--- src/rtl/id_decode_stage_if.sv ---
// id_decode_stage_if: groups the IF/ID, EX and WB inputs and the ID/EX control outputs of the decode stage.
// Inputs to decode: if_instr/if_valid (fetched word), ex_flush/ex_mem_read/ex_rd (EX feedback), wb_* (register write).
// Outputs from decode: stall, id_* control bundle and operands, reg_dist, stack/carry controls, sp_value.
interface id_decode_stage_if;
  logic [7:0] if_instr;
  logic       if_valid;
  logic       ex_flush;
  logic       ex_mem_read;
  logic [1:0] ex_rd;
  logic       wb_reg_write;
  logic [1:0] wb_rd;
  logic [7:0] wb_data;

  logic       stall;
  logic       id_reg_write;
  logic       id_mem_read;
  logic       id_mem_write;
  logic [3:0] id_alu_op;
  logic [7:0] id_read_data_a;
  logic [7:0] id_read_data_b;
  logic [1:0] id_rs;
  logic [1:0] id_rt;
  logic [1:0] reg_dist;
  logic       stack_push;
  logic       stack_pop;
  logic       setc;
  logic       clrc;
  logic [7:0] sp_value;

  // Upstream pipeline (IF/ID, EX, WB) drives the decode stage.
  modport master (
    output if_instr, if_valid, ex_flush, ex_mem_read, ex_rd, wb_reg_write, wb_rd, wb_data,
    input  stall, id_reg_write, id_mem_read, id_mem_write, id_alu_op, id_read_data_a,
           id_read_data_b, id_rs, id_rt, reg_dist, stack_push, stack_pop, setc, clrc, sp_value
  );

  // The decode stage itself.
  modport slave (
    input  if_instr, if_valid, ex_flush, ex_mem_read, ex_rd, wb_reg_write, wb_rd, wb_data,
    output stall, id_reg_write, id_mem_read, id_mem_write, id_alu_op, id_read_data_a,
           id_read_data_b, id_rs, id_rt, reg_dist, stack_push, stack_pop, setc, clrc, sp_value
  );
endinterface

--- src/rtl/id_decode_stage.sv ---
// id_decode_stage: instruction decode with 4x8 register file, stack pointer, LDM two-word FSM and load-use stall.
// Ports: clk, rst (async, active-high), dec_if (slave modport of id_decode_stage_if).
// Latency: outputs are combinational from inputs and state; one cycle per word. Stall holds PC/IF/ID on load-use.
module id_decode_stage #(
  parameter logic [7:0]  SP_RESET = 8'hFF,
  parameter int unsigned NREGS    = 4
) (
  input logic              clk,
  input logic              rst,
  id_decode_stage_if.slave dec_if
);

  localparam logic [3:0] OP_MOV  = 4'h1;
  localparam logic [3:0] OP_ADD  = 4'h2;
  localparam logic [3:0] OP_SUB  = 4'h3;
  localparam logic [3:0] OP_AND  = 4'h4;
  localparam logic [3:0] OP_OR   = 4'h5;
  localparam logic [3:0] OP_MISC = 4'h6;
  localparam logic [3:0] OP_PUSH = 4'h7;
  localparam logic [3:0] OP_POP  = 4'h8;
  localparam logic [3:0] OP_LDM  = 4'h9;
  localparam logic [3:0] OP_LDD  = 4'hA;
  localparam logic [3:0] OP_STD  = 4'hB;

  // ALU encoding: arithmetic/logic ops reuse their opcode; PASS_B shares MOV's code.
  // NOT/INC get their own codes so EX can tell them apart; non-ALU instructions carry 0.
  localparam logic [3:0] ALU_NONE   = 4'h0;
  localparam logic [3:0] ALU_PASS_B = 4'h1;
  localparam logic [3:0] ALU_NOT    = 4'h6;
  localparam logic [3:0] ALU_INC    = 4'h7;

  typedef enum logic {
    ST_DECODE = 1'b0,
    ST_IMM    = 1'b1
  } state_e;

  state_e     state_q, state_d;
  logic [7:0] sp_q, sp_d;
  logic [1:0] ldm_rd_q, ldm_rd_d;
  logic [7:0] regs_q [NREGS];

  logic [3:0] opcode;
  logic [1:0] ra, rb;
  logic [7:0] rdata_a, rdata_b;
  logic       reads_a, reads_b, has_operands, hazard;

  logic       stall_o, reg_write_o, mem_read_o, mem_write_o;
  logic [3:0] alu_op_o;
  logic [7:0] read_data_a_o, read_data_b_o, sp_value_o;
  logic [1:0] rs_o, rt_o, reg_dist_o;
  logic       stack_push_o, stack_pop_o, setc_o, clrc_o;

  assign opcode = dec_if.if_instr[7:4];
  assign ra     = dec_if.if_instr[3:2];
  assign rb     = dec_if.if_instr[1:0];

  // Write-through so an instruction sees a value being written back this same cycle.
  assign rdata_a = (dec_if.wb_reg_write && dec_if.wb_rd == ra) ? dec_if.wb_data : regs_q[ra];
  assign rdata_b = (dec_if.wb_reg_write && dec_if.wb_rd == rb) ? dec_if.wb_data : regs_q[rb];

  // Which fields are real sources; only these can create a load-use hazard.
  always_comb begin
    reads_a = 1'b0;
    reads_b = 1'b0;
    case (opcode)
      OP_MOV, OP_PUSH:                 reads_b = 1'b1;
      OP_ADD, OP_SUB, OP_AND, OP_OR,
      OP_STD:                          begin reads_a = 1'b1; reads_b = 1'b1; end
      OP_MISC:                         reads_b = ra[1];
      OP_LDD:                          reads_a = 1'b1;
      default:                         ;
    endcase
  end

  assign hazard = dec_if.ex_mem_read &&
                  ((reads_a && dec_if.ex_rd == ra) || (reads_b && dec_if.ex_rd == rb));

  // Every issued single-word instruction except LDM presents its operand fields.
  assign has_operands = (opcode >= OP_MOV) && (opcode <= OP_STD) && (opcode != OP_LDM);

  always_ff @(posedge clk or posedge rst) begin
    if (rst) begin
      for (int i = 0; i < NREGS; i++) regs_q[i] <= '0;
    end else if (dec_if.wb_reg_write) begin
      regs_q[dec_if.wb_rd] <= dec_if.wb_data;
    end
  end

  always_ff @(posedge clk or posedge rst) begin
    if (rst) begin
      state_q  <= ST_DECODE;
      sp_q     <= SP_RESET;
      ldm_rd_q <= '0;
    end else begin
      state_q  <= state_d;
      sp_q     <= sp_d;
      ldm_rd_q <= ldm_rd_d;
    end
  end

  always_comb begin
    state_d       = state_q;
    sp_d          = sp_q;
    ldm_rd_d      = ldm_rd_q;
    stall_o       = 1'b0;
    reg_write_o   = 1'b0;
    mem_read_o    = 1'b0;
    mem_write_o   = 1'b0;
    alu_op_o      = ALU_NONE;
    read_data_a_o = '0;
    read_data_b_o = '0;
    rs_o          = '0;
    rt_o          = '0;
    reg_dist_o    = '0;
    stack_push_o  = 1'b0;
    stack_pop_o   = 1'b0;
    setc_o        = 1'b0;
    clrc_o        = 1'b0;
    // Idle cycles expose the current SP so the stack address is always observable.
    sp_value_o    = sp_q;

    if (rst) begin
      sp_value_o = SP_RESET;
    end else if (dec_if.ex_flush) begin
      // Flush wins over stall and abandons a half-fetched LDM.
      state_d = ST_DECODE;
    end else if (state_q == ST_IMM) begin
      if (dec_if.if_valid) begin
        reg_write_o   = 1'b1;
        reg_dist_o    = ldm_rd_q;
        read_data_b_o = dec_if.if_instr;
        alu_op_o      = ALU_PASS_B;
        state_d       = ST_DECODE;
      end
    end else if (dec_if.if_valid) begin
      if (hazard) begin
        stall_o = 1'b1;
      end else begin
        if (has_operands) begin
          rs_o          = ra;
          rt_o          = rb;
          read_data_a_o = rdata_a;
          read_data_b_o = rdata_b;
        end
        case (opcode)
          OP_MOV: begin
            reg_write_o = 1'b1;
            reg_dist_o  = ra;
            alu_op_o    = ALU_PASS_B;
          end
          OP_ADD, OP_SUB, OP_AND, OP_OR: begin
            reg_write_o = 1'b1;
            reg_dist_o  = ra;
            alu_op_o    = opcode;
          end
          OP_MISC: begin
            case (ra)
              2'b00: setc_o = 1'b1;
              2'b01: clrc_o = 1'b1;
              2'b10: begin reg_write_o = 1'b1; reg_dist_o = rb; alu_op_o = ALU_NOT; end
              default: begin reg_write_o = 1'b1; reg_dist_o = rb; alu_op_o = ALU_INC; end
            endcase
          end
          OP_PUSH: begin
            stack_push_o = 1'b1;
            mem_write_o  = 1'b1;
            sp_d         = sp_q - 8'd1;
          end
          OP_POP: begin
            stack_pop_o = 1'b1;
            mem_read_o  = 1'b1;
            reg_write_o = 1'b1;
            reg_dist_o  = rb;
            sp_value_o  = sp_q + 8'd1;
            sp_d        = sp_q + 8'd1;
          end
          OP_LDM: begin
            ldm_rd_d = rb;
            state_d  = ST_IMM;
          end
          OP_LDD: begin
            mem_read_o  = 1'b1;
            reg_write_o = 1'b1;
            reg_dist_o  = rb;
          end
          OP_STD: mem_write_o = 1'b1;
          default: ;
        endcase
      end
    end
  end

  assign dec_if.stall          = stall_o;
  assign dec_if.id_reg_write   = reg_write_o;
  assign dec_if.id_mem_read    = mem_read_o;
  assign dec_if.id_mem_write   = mem_write_o;
  assign dec_if.id_alu_op      = alu_op_o;
  assign dec_if.id_read_data_a = read_data_a_o;
  assign dec_if.id_read_data_b = read_data_b_o;
  assign dec_if.id_rs          = rs_o;
  assign dec_if.id_rt          = rt_o;
  assign dec_if.reg_dist       = reg_dist_o;
  assign dec_if.stack_push     = stack_push_o;
  assign dec_if.stack_pop      = stack_pop_o;
  assign dec_if.setc           = setc_o;
  assign dec_if.clrc           = clrc_o;
  assign dec_if.sp_value       = sp_value_o;

endmodule

--- src/flat_wrapper.sv ---
// flat-port wrapper written by rule: the top's interface ports become plain ports
module id_decode_stage_flat 
#(
  parameter logic [7:0]  SP_RESET = 8'hFF,
  parameter int unsigned NREGS    = 4
)
  (clk, rst, dec_if_if_instr, dec_if_if_valid, dec_if_ex_flush, dec_if_ex_mem_read, dec_if_ex_rd, dec_if_wb_reg_write, dec_if_wb_rd, dec_if_wb_data, dec_if_stall, dec_if_id_reg_write, dec_if_id_mem_read, dec_if_id_mem_write, dec_if_id_alu_op, dec_if_id_read_data_a, dec_if_id_read_data_b, dec_if_id_rs, dec_if_id_rt, dec_if_reg_dist, dec_if_stack_push, dec_if_stack_pop, dec_if_setc, dec_if_clrc, dec_if_sp_value);
  id_decode_stage_if dec_if_i ();
  input logic clk;
  input logic rst;
  input wire logic [$bits(dec_if_i.if_instr)-1:0] dec_if_if_instr;
  input wire logic [$bits(dec_if_i.if_valid)-1:0] dec_if_if_valid;
  input wire logic [$bits(dec_if_i.ex_flush)-1:0] dec_if_ex_flush;
  input wire logic [$bits(dec_if_i.ex_mem_read)-1:0] dec_if_ex_mem_read;
  input wire logic [$bits(dec_if_i.ex_rd)-1:0] dec_if_ex_rd;
  input wire logic [$bits(dec_if_i.wb_reg_write)-1:0] dec_if_wb_reg_write;
  input wire logic [$bits(dec_if_i.wb_rd)-1:0] dec_if_wb_rd;
  input wire logic [$bits(dec_if_i.wb_data)-1:0] dec_if_wb_data;
  output wire logic [$bits(dec_if_i.stall)-1:0] dec_if_stall;
  output wire logic [$bits(dec_if_i.id_reg_write)-1:0] dec_if_id_reg_write;
  output wire logic [$bits(dec_if_i.id_mem_read)-1:0] dec_if_id_mem_read;
  output wire logic [$bits(dec_if_i.id_mem_write)-1:0] dec_if_id_mem_write;
  output wire logic [$bits(dec_if_i.id_alu_op)-1:0] dec_if_id_alu_op;
  output wire logic [$bits(dec_if_i.id_read_data_a)-1:0] dec_if_id_read_data_a;
  output wire logic [$bits(dec_if_i.id_read_data_b)-1:0] dec_if_id_read_data_b;
  output wire logic [$bits(dec_if_i.id_rs)-1:0] dec_if_id_rs;
  output wire logic [$bits(dec_if_i.id_rt)-1:0] dec_if_id_rt;
  output wire logic [$bits(dec_if_i.reg_dist)-1:0] dec_if_reg_dist;
  output wire logic [$bits(dec_if_i.stack_push)-1:0] dec_if_stack_push;
  output wire logic [$bits(dec_if_i.stack_pop)-1:0] dec_if_stack_pop;
  output wire logic [$bits(dec_if_i.setc)-1:0] dec_if_setc;
  output wire logic [$bits(dec_if_i.clrc)-1:0] dec_if_clrc;
  output wire logic [$bits(dec_if_i.sp_value)-1:0] dec_if_sp_value;
  assign dec_if_i.if_instr = dec_if_if_instr;
  assign dec_if_i.if_valid = dec_if_if_valid;
  assign dec_if_i.ex_flush = dec_if_ex_flush;
  assign dec_if_i.ex_mem_read = dec_if_ex_mem_read;
  assign dec_if_i.ex_rd = dec_if_ex_rd;
  assign dec_if_i.wb_reg_write = dec_if_wb_reg_write;
  assign dec_if_i.wb_rd = dec_if_wb_rd;
  assign dec_if_i.wb_data = dec_if_wb_data;
  assign dec_if_stall = dec_if_i.stall;
  assign dec_if_id_reg_write = dec_if_i.id_reg_write;
  assign dec_if_id_mem_read = dec_if_i.id_mem_read;
  assign dec_if_id_mem_write = dec_if_i.id_mem_write;
  assign dec_if_id_alu_op = dec_if_i.id_alu_op;
  assign dec_if_id_read_data_a = dec_if_i.id_read_data_a;
  assign dec_if_id_read_data_b = dec_if_i.id_read_data_b;
  assign dec_if_id_rs = dec_if_i.id_rs;
  assign dec_if_id_rt = dec_if_i.id_rt;
  assign dec_if_reg_dist = dec_if_i.reg_dist;
  assign dec_if_stack_push = dec_if_i.stack_push;
  assign dec_if_stack_pop = dec_if_i.stack_pop;
  assign dec_if_setc = dec_if_i.setc;
  assign dec_if_clrc = dec_if_i.clrc;
  assign dec_if_sp_value = dec_if_i.sp_value;
  id_decode_stage #(.SP_RESET(SP_RESET), .NREGS(NREGS)) u_core (.clk(clk), .rst(rst), .dec_if(dec_if_i));
endmodule
--- config.mk ---
export PLATFORM = sky130hd
export DESIGN_NAME = id_decode_stage_flat
export DESIGN_NICKNAME = d
export VERILOG_FILES = /design/src/rtl/id_decode_stage_if.sv /design/src/rtl/id_decode_stage.sv /design/src/flat_wrapper.sv
export SDC_FILE = /design/constraint.sdc
export NUM_CORES = 1
export LEC_CHECK = 0
export BUFFER_PORTS_ARGS = -buffer_cell sky130_fd_sc_hd__clkbuf_2
export CAP_MARGIN = 25
export CORE_UTILIZATION = 50
export DETAILED_ROUTE_END_ITERATION = 6
export GPL_TIMING_DRIVEN = 0
export PLACE_DENSITY = 0.78
export SYNTH_ARGS = -nofsm -noshare
export SYNTH_HDL_FRONTEND = slang
export SYNTH_SLANG_ARGS = --single-unit
--- constraint.sdc ---
create_clock -name clk -period 2.6 [get_ports clk]
set_input_delay 0.13 -clock clk [delete_from_list [all_inputs] [get_ports clk]]
set_output_delay 0.13 -clock clk [all_outputs]
set_load 0.1 [all_outputs]
# [Word-level counts from Yosys, hierarchy flattened]
# Index checks and enable logic that the tools add are counted.
[totals] reg_bits=43 out_inout_bits=42 wordCells=179
[op_classes] n_addsub=2 n_lt_le_gt_ge=6 n_eq_ne=18 mux=118 n_bitwise=7 reduce_logical=21
[op_table] cell="8-bit 2-to-1 mux" count=26
[op_table] cell="1-bit 2-to-1 mux" count=58
[op_table] cell="2-bit 2-to-1 mux" count=19
[op_table] cell="8-bit binary-select mux with 2-bit select" count=2
[op_table] cell="32-bit bitwise mux" count=1
[op_table] cell="4-bit 2-to-1 mux" count=5
[op_table] cell="8-bit demux with 2-bit select" count=1
[op_table] cell="4-bit by 3-bit == test with 1-bit output, second input constant" count=4
[op_table] cell="4-bit == test, second input constant" count=4
[op_table] cell="8-bit case mux with 2 select lines" count=1
[op_table] cell="7-bit OR reduction" count=2
[op_table] cell="4-bit case mux with 3 select lines" count=1
[op_table] cell="6-bit AND reduction" count=2
[op_table] cell="3-bit greater-or-equal comparator, second input constant" count=3
[op_table] cell="2-bit inverter with 3-bit output" count=3
[op_table] cell="8-bit by 1-bit adder with 8-bit output, second input constant" count=1
[op_table] cell="2-bit == test" count=4
[op_table] cell="4-bit by 2-bit == test with 1-bit output, second input constant" count=2
[op_table] cell="1-bit logical AND" count=8
[op_table] cell="8-bit by 1-bit subtractor with 8-bit output, second input constant" count=1
[op_table] cell="2-bit case mux with 3 select lines" count=1
[op_table] cell="3-bit case mux with 2 select lines" count=1
[op_table] cell="2-bit OR reduction" count=3
[op_table] cell="6-bit OR reduction" count=1
[op_table] cell="14 further kinds" count=18

# [Longest topological paths before layout]
# Gate-level depths: netlist (run 1).
[depth] word_depth=11 mapped_depth=7 ltp_nobuf=6

# [Worst setup path after synthesis (run 1)]
# OpenSTA, ideal clock, no wires.
[synth_path] path_type="input -> output" startpoint="in rst" endpoint="out dec_if_id_alu_op[2]" arrival_ns=4.690 required_ns=2.470 setup_slack_ns=-2.220 stages=6 n_path_buf=2 cell_sequence="inv_1 clkbuf_1 nand2_1 a211o_1 buf_4 a211oi_1"
[synth_via] elab_chain_len=1
[synth_rtl] element="from (decl)" line="flat_wrapper.sv:10" text="input logic rst;"
[synth_rtl] element="4-bit 2-to-1 mux" line="id_decode_stage.sv:122" text="if (rst) begin"
[synth_rtl] element="to (decl)" line="flat_wrapper.sv:23" text="output wire logic [$bits(dec_if_i.id_alu_op)-1:0] dec_if_id_alu_op;"
# No other way between the ends.

# [Worst setup path in the final report (run 1)]
[layout_path] startpoint="reg u_core.state_q" endpoint="out dec_if_id_alu_op[1]"
[layout_via] elab_chain_len=3
[layout_rtl] element="from (decl)" line="id_decode_stage.sv:37" text="state_e state_q, state_d;"
[layout_rtl] element="from (signal assigned)" line="id_decode_stage.sv:95" text="state_q <= state_d;"
[layout_rtl] element="4-bit 2-to-1 mux" line="id_decode_stage.sv:127" text="end else if (state_q == ST_IMM) begin"
[layout_rtl] element="4-bit 2-to-1 mux" line="id_decode_stage.sv:124" text="end else if (dec_if.ex_flush) begin"
[layout_rtl] element="4-bit 2-to-1 mux" line="id_decode_stage.sv:122"
# No other way between the ends.

==> summary.md, run 1 <==
| Metric | Value |
|---|---|
| Synthesized cell area | `0.00323 sq mm` |
| H-tree depth | `2` |
| Overall Power | `about 2.3 mW` |
| Die height | `82.4 um` |
| Via count | `around 2800` |
| Starting density of the core | `~53%` |
| CTS tree | `done` |
| IO buf count | `57` |
| Prevailing post-synth register cell | `dfrtp_1` |
| Initial antenna violation count | `0` |
| Compound-cell area share of the yosys netlist | `9.25%` |
| Post-synthesis simple-gate area fraction | `17.0%` |
| Io pins | `68` |
| DR iter-0 viols | `around 190` |
| Path depth of the worst reg2reg path | `6` |
| RR Startpoint | `u_core.state_q` |
| Clock slew at reported path FFs | `0.09 ns` |
| Crit path arrival time | `2.27 ns` |
| Vias/cell | `6.02` |
| Routed wire per std cell | `18.0 um` |
| Critical Path Sink Type | `primary output` |
| Clk sinks | `43` |
| Mux cell area share after synthesis | `between 20% and 30%` |
| Row count | `28` |
| CTS Buf Count | `5` |
| Die footprint | `0.00679 sq mm` |
| Vias in the first global route | `about 2600` |
| Type of the worst min-delay path | `input port to asynchronous set/reset pin` |
| Largest family of logic cells by synthesized area | `multiplexers` |
| Fmax | `between 400 and 500 MHz` |
| Timing endpoint of the critical path | `dec_if_id_alu_op[1]` |
| Outcome | `completed` |
| Max FO, Critical Path | `10` |
| Layout Utilization | `63.9%` |
| Critical path class | `flop to primary output` |
| Fin nets | `roughly 410` |
| Area of the core | `0.00606 sq mm` |
| Area growth, synth to finish | `19.9%` |
| Max IR drop VDD | `0.398 mV` |
| Post-route insts no fill | `461` |
| Fraction of registers with async set/reset | `100%` |
| Flops & latches, synth | `43` |
| Sequential fraction of the synthesis area | `about a third` |
| Root buffer cell | `clkbuf_8` |
| Congestion Overflow GR | `0` |
| RSZ-0062 raised after global routing | `no` |
| Max Cap Viol | `0` |
| Syn_nets | `348` |
| Fin crit share | `92.4%` |
| Die X | `between 80 and 90 um` |
| Clk Latency, worst-skew pair | `0.30 ns` |
| Minimum clock period after layout | `2.40 ns` |
| CP startpoint | `u_core.state_q` |
| Dominant cell type by area after synthesis | `dfrtp_1` |
| Final hold vios | `0` |
| Synth Area in Adders | `less than 1%` |
| Pre-antenna DRT Iters | `5` |
| Post-Syn Instances | `320` |
| CP peak stage delay | `0.46 ns` |
| Post-synth top cells | `dfrtp_1, mux2_2, nand2_1` |
| Synth Area in XOR/XNOR | `5.96%` |
| Count leader, synth | `dfrtp_1` |
| Mean Syn Cell Area | `10.1 sq um` |
| Remaining antenna violation count | `0` |
| GR Util All Layers | `a little over a quarter` |
| Reg-to-reg slack, setup | `0.88 ns` |
| Synth area leaders | `dfrtp_1, mux2_2, mux4_2` |
| Final WL | `8290 um` |
| Max-slew headroom | `48.9%` |
| Slowest CP cell | `dfrtp_1` |
| Critical R2R Capture | `u_core.sp_q[5]` |
| # DRC | `0` |
| Yosys warns | `0` |
| Dpl cells | `approximately 450` |
| Diodes inserted | `0` |
| Number of synthesized flops with an enable pin | `0` |
| P per Cell Area | `599 mW/mm^2` |
| Worst path cell trace | `nor3b_4 -> nand2_1 -> a211o_1 -> buf_4 -> a2111oi_4 -> buf_8` |
| Fillers | `between 500 and 600` |
| RePlAce Congestion | `about 0.85` |
| Critical Path RT | `2.47 ns` |
| Netlist cell types | `54` |
| Largest net degree at the start of global routing | `53` |
| Count of pins over their slew limit | `0` |
| Final setup viols | `0` |
| Synth top area share | `27.1%` |
| Layout cell share with drive strength beyond 1 | `44.8%` |
| Clock buffer depth | `2` |
| Static Leak | `1.70 nW` |
| Dpl hpwl | `6130 um` |
| Critical Path Start Type | `flop` |
| Worst Skew | `around 0.00044 ns` |
| First-pass GRT wire length | `13000 um` |
| TNS Setup | `0 ns` |
| Slew at the pin with the worst max-slew slack | `0.764 ns` |
critical path: cells and delay by family, from the launching register on:
family / cells / cell delay (ns)
compound gates: 2 / 0.67
simple gates: 2 / 0.38
buf+inv: 2 / 0.46
flops: 1 / 0.46
how the worst min path moves through the flow:
stage	from	to	slack (ns)
2_1_floorplan	rst	u_core.ldm_rd_q[0]	0.20
3_3_place_gp	rst	u_core.state_q	0.40
3_5_place_dp	rst	u_core.regs_q[15]	0.41
4_1_cts	rst	u_core.state_q	0.08
5_1_grt	rst	u_core.state_q	0.06
6_report	rst	u_core.state_q	0.03
cell type report:
type	count	area, sq um	area share [%]
Sequential cell	43	1090	28.0
Buffer	24	130	3.36
Clock inverter	2	60.1	1.55
Multi-Input combinational cell	241	2070	53.5
Tap cell	75	93.8	2.42
Timing Repair Buffer	58	315	8.14
Inverter	12	45.0	1.16
Clock buffer	6	72.6	1.87
sequential cells by signal, indices dropped and copies added, names as in the netlist:
name	count
u_core.sp_q	8
u_core.state_q	1
u_core.regs_q	32
u_core.ldm_rd_q	2
metal layers:
| metal | vias to the layer above | share of wire, % | global-route usage [%] |
|---|---|---|---|
| li1 | 1281 | - | - |
| met3 | 13 | 5.2 | 4.07 |
| met2 | 104 | 52 | 47.2 |
| met1 | 1379 | 41 | 32.2 |
| met4 | 0 | 1.6 | 8.77 |
| met5 | - | 0 | 0 |
cells in the final DEF (no fill, tap or decap), types with 10 or more instances in the layout:
| cell type | Yosys | routed |
|---|---|---|
| buf_2 | 11 | 11 |
| clkbuf_2 | 0 | 51 |
| dfrtp_1 | 35 | 35 |
| inv_1 | 11 | 11 |
| mux2_2 | 34 | 34 |
| mux2i_1 | 16 | 16 |
| mux4_2 | 16 | 16 |
| nand2_1 | 33 | 33 |
| nand3_1 | 14 | 14 |
| nor2_1 | 29 | 20 |
| nor2_2 | 1 | 10 |
| o21ai_2 | 0 | 10 |
| xnor2_1 | 18 | 18 |
power by group:
| part | leakage, nW | switching (mW) | internal (mW) |
|---|---|---|---|
| logic | 1.13 | 0.490 | 0.325 |
| clock network | 0.0654 | 0.230 | 0.384 |
| registers | 0.502 | 0.0946 | 0.799 |
stage by stage:
stage | setup WS, ns | hold slack [ns] | area (sq um)
global route | 0.0498 | 0.0637 | 3870
detailed placement | -0.0836 | 0.410 | 3710
CTS | 0.00734 | 0.0804 | 3870
floorplan | -0.317 | 0.204 | 3330
global placement | -0.0819 | 0.404 | 3710
finish | 0.198 | 0.0281 | 3870
logic make-up after synthesis:
| logic type | Yosys count |
|---|---|
| flops | 43 |
| fa+ha+maj | 2 |
| compound gates | 43 |
| xor+xnor | 22 |
| other cells | 1 |
| buf+inv | 36 |
| simple gates | 107 |
| mux | 66 |
timing repair:
| item | CTS | global route |
|---|---|---|
| hold buffers | 0 | 0 |
| hold endpoints to repair | 0 | 0 |
| gates resized for setup | 8 | 2 |
| buffers inserted | 0 | 1 |
| pin swaps | 0 | 1 |
| endpoints found under the setup margin | 6 | 7 |
| gates cloned | 0 | 0 |
Note: power is estimated with default switching activity, not from simulation.
==> run 2, diff against run 1 <==
--- a/config.mk
+++ b/config.mk
@@ -10,6 +10,7 @@
 export CORE_UTILIZATION = 50
 export DETAILED_ROUTE_END_ITERATION = 6
 export GPL_TIMING_DRIVEN = 0
+export HOLD_SLACK_MARGIN = 0.12
 export PLACE_DENSITY = 0.78
 export SYNTH_ARGS = -nofsm -noshare
 export SYNTH_HDL_FRONTEND = slang
==> summary.md, run 2 (synthesis results as in run 1) <==
| Metric | Value |
|---|---|
| Outcome | `completed` |
| Post-CTS setup buffers | `0 (unchanged)` |
| Remaining antenna violation count | `0 (unchanged)` |
| Area growth, synth to finish | `21.8%` |
| CTS tree | `done` |
| WL met2 | `4220 um (-2.2%)` |
| Routed wire per std cell | `17.9 um (-0.48%)` |
| Critical Path Start Type | `input port` |
| Fmax | `403 MHz (-3.3%)` |
| GR Util All Layers | `26.3% (about the same)` |
| First-pass GRT wire length | `13000 um (+0.10%)` |
| Pre-antenna DRT Iters | `4 (-1)` |
| CP peak stage delay | `0.53 ns (+0.07 ns)` |
| Number of flip-flops in the largest register | `32 (unchanged)` |
| DR iter-0 viols | `182 (-5.2%)` |
| Critical Path RT | `2.47 ns (about the same)` |
| Critical Path Sink Type | `primary output` |
| Final hold vios | `0 (unchanged)` |
| Final setup viols | `0 (unchanged)` |
| Congestion Overflow GR | `0 (unchanged)` |
| Static Leak | `1.72 nW (+1.1%)` |
| Layout Utilization | `64.9% (+0.99 points)` |
| Overall Power | `2.32 mW (about the same)` |
| Clock slew at reported path FFs | `0.08 ns (about the same)` |
| Count of pins over their slew limit | `0 (unchanged)` |
| Fillers | `504 (unchanged)` |
| Starting density of the core | `53.3% (unchanged)` |
| Dpl hpwl | `6130 um (unchanged)` |
| Crit path top cell by count | `buf_2` |
| Vias in the first global route | `2589 (+0.15%)` |
| Fin crit share | `95.5% (+3.2 points)` |
| Die X | `82.4 um (unchanged)` |
| Initial antenna violation count | `0 (unchanged)` |
| H-tree depth | `2 (unchanged)` |
| Reg with most FFs | `u_core.regs_q` |
| Clk sinks | `43 (unchanged)` |
| Worst path cell trace | `dlygate4sd3_1 -> clkbuf_2 -> inv_1 -> nand3_1 -> nor2_1 -> o2111ai_1 -> buf_2 -> nor2_2 -> buf_2` |
| Clock buffer depth | `2 (unchanged)` |
| Commonest non-fill, non-tap cell in the layout | `dfrtp_1` |
| Minimum clock period after layout | `2.48 ns (+0.0825 ns)` |
| Via count | `2745 (-1.2%)` |
| # DRC | `0 (unchanged)` |
| RePlAce Congestion | `0.854 (unchanged)` |
| Met3 WL | `535 um (+23%)` |
| P per Cell Area | `590 mW/mm^2 (-1.5%)` |
| Leading registers by flop count | `u_core.regs_q (32), u_core.sp_q (8), u_core.ldm_rd_q (2)` |
| Max-slew headroom | `49.5% (+0.62 points)` |
| Io pins | `68 (unchanged)` |
| Diodes inserted | `0 (unchanged)` |
| Die height | `82.4 um (unchanged)` |
| IO buf count | `57 (unchanged)` |
| Commonest cells after routing, fill and taps aside | `dfrtp_1, mux2_2, nand2_1, clkbuf_2, nor2_1` |
| Area of the core | `0.00606 sq mm (unchanged)` |
| Critical path class | `input port to primary output` |
| Final WL | `8260 um (-0.27%)` |
| Crit path arrival time | `2.35 ns (+0.08 ns)` |
| Worst Skew | `0.000330 ns (-0.000112 ns)` |
| Vias/cell | `5.94 (-1.4%)` |
| Largest net degree at the start of global routing | `36 (-32%)` |
| Die footprint | `0.00679 sq mm (unchanged)` |
| Row count | `28 (unchanged)` |
| Fin nets | `414 (+0.24%)` |
| Max FO, Critical Path | `10 (unchanged)` |
| Clk Latency, worst-skew pair | `0.30 ns (about the same)` |
| Type of the worst min-delay path | `input port to flop` |
| Layout cell share with drive strength beyond 1 | `45.0% (+0.14 points)` |
| CTS Buf Count | `5 (unchanged)` |
| Max IR drop VDD | `0.419 mV (+5.3%)` |
| Max Cap Viol | `0 (unchanged)` |
| M1 WL | `3350 um (-1.3%)` |
| Slew at the pin with the worst max-slew slack | `0.754 ns (-0.00926 ns)` |
| Highest routing layer actually used | `met4` |
| Slowest CP cell | `dlygate4sd3_1` |
| Root buffer cell | `clkbuf_8` |
-- run 2: cell count changes in the layout (fill, tap and decap cells not counted), sizes merged --
cell	delta
clkbuf	-8
buf	+8
dlygate4sd3	+1
-- run 2: what timing repair did --
action	4_1_cts	5_1_grt
setup endpoints to repair	6	23
hold buffers	2	0
endpoints found under the hold margin	35	0
gates resized for setup	8	39
pin swaps	0	1
-- run 2: layout make-up --
type                       count  area, sq um  area share (%)
inverter                      12         45.0            1.14
buffer                        24          130            3.31
timing repair buffer          59          373            9.48
clock inverter                 2         60.1            1.53
multi-input combinational    241         2070            52.7
clock buffer                   6         72.6            1.84
tap                           75         93.8            2.38
sequential                    43         1090            27.6
-- run 2: path summary, 6_finish.rpt --
| check | startpoint | end | slack [ns] | cells past startpoint |
|---|---|---|---|---|
| min in group asynchronous | rst | u_core.sp_q[1] | 0.64 | 4 |
| max in group asynchronous | rst | u_core.regs_q[0] | 1.74 | 5 |
| setup / recovery | rst | dec_if_id_read_data_a[1] | 0.12 | 9 |
| setup reg to reg | u_core.state_q | u_core.sp_q[5] | 0.82 | 6 |
| hold / removal | dec_if_wb_data[2] | u_core.regs_q[26] | 0.14 | 2 |
| hold reg to reg | u_core.sp_q[7] | u_core.sp_q[7] | 0.51 | 1 |
-- run 2: per-layer routing --
metal	vias to the layer above	GRT usage, %
li1	1287	-
met1	1335	32.0
met5	-	0
met3	17	4.18
met2	106	47.3
met4	0	8.77
-- run 2: through the flow --
step	cells	hold slack, ns	instance area [sq um]	setup TNS, ns	setup WS, ns
after global placement	452	0.404	3710	-0.0819	-0.0819
final	462	0.141	3940	0	0.116
after detailed placement	452	0.410	3710	-0.0836	-0.0836
after CTS	462	0.135	3900	0	0.0105
after floorplan	320	0.204	3330	-0.995	-0.317
after global routing	462	0.148	3940	-0.0143	-0.0115
-- run 2: worst max-delay path: cells and delay by family --
kind | cells | cell delay [ns]
buffers and inverters | 5 | 1.40
and+or+nand+nor | 3 | 0.59
AOI/OAI and AO/OA | 1 | 0.21
-- run 2: where the power goes --
group | switching (mW) | total (mW) | internal (mW) | leakage (nW)
Clock | 0.224 | 0.608 | 0.384 | 0.0654
Sequential | 0.0947 | 0.894 | 0.799 | 0.502
Combinational | 0.489 | 0.821 | 0.332 | 1.15
Total | 0.808 | 2.32 | 1.51 | 1.72
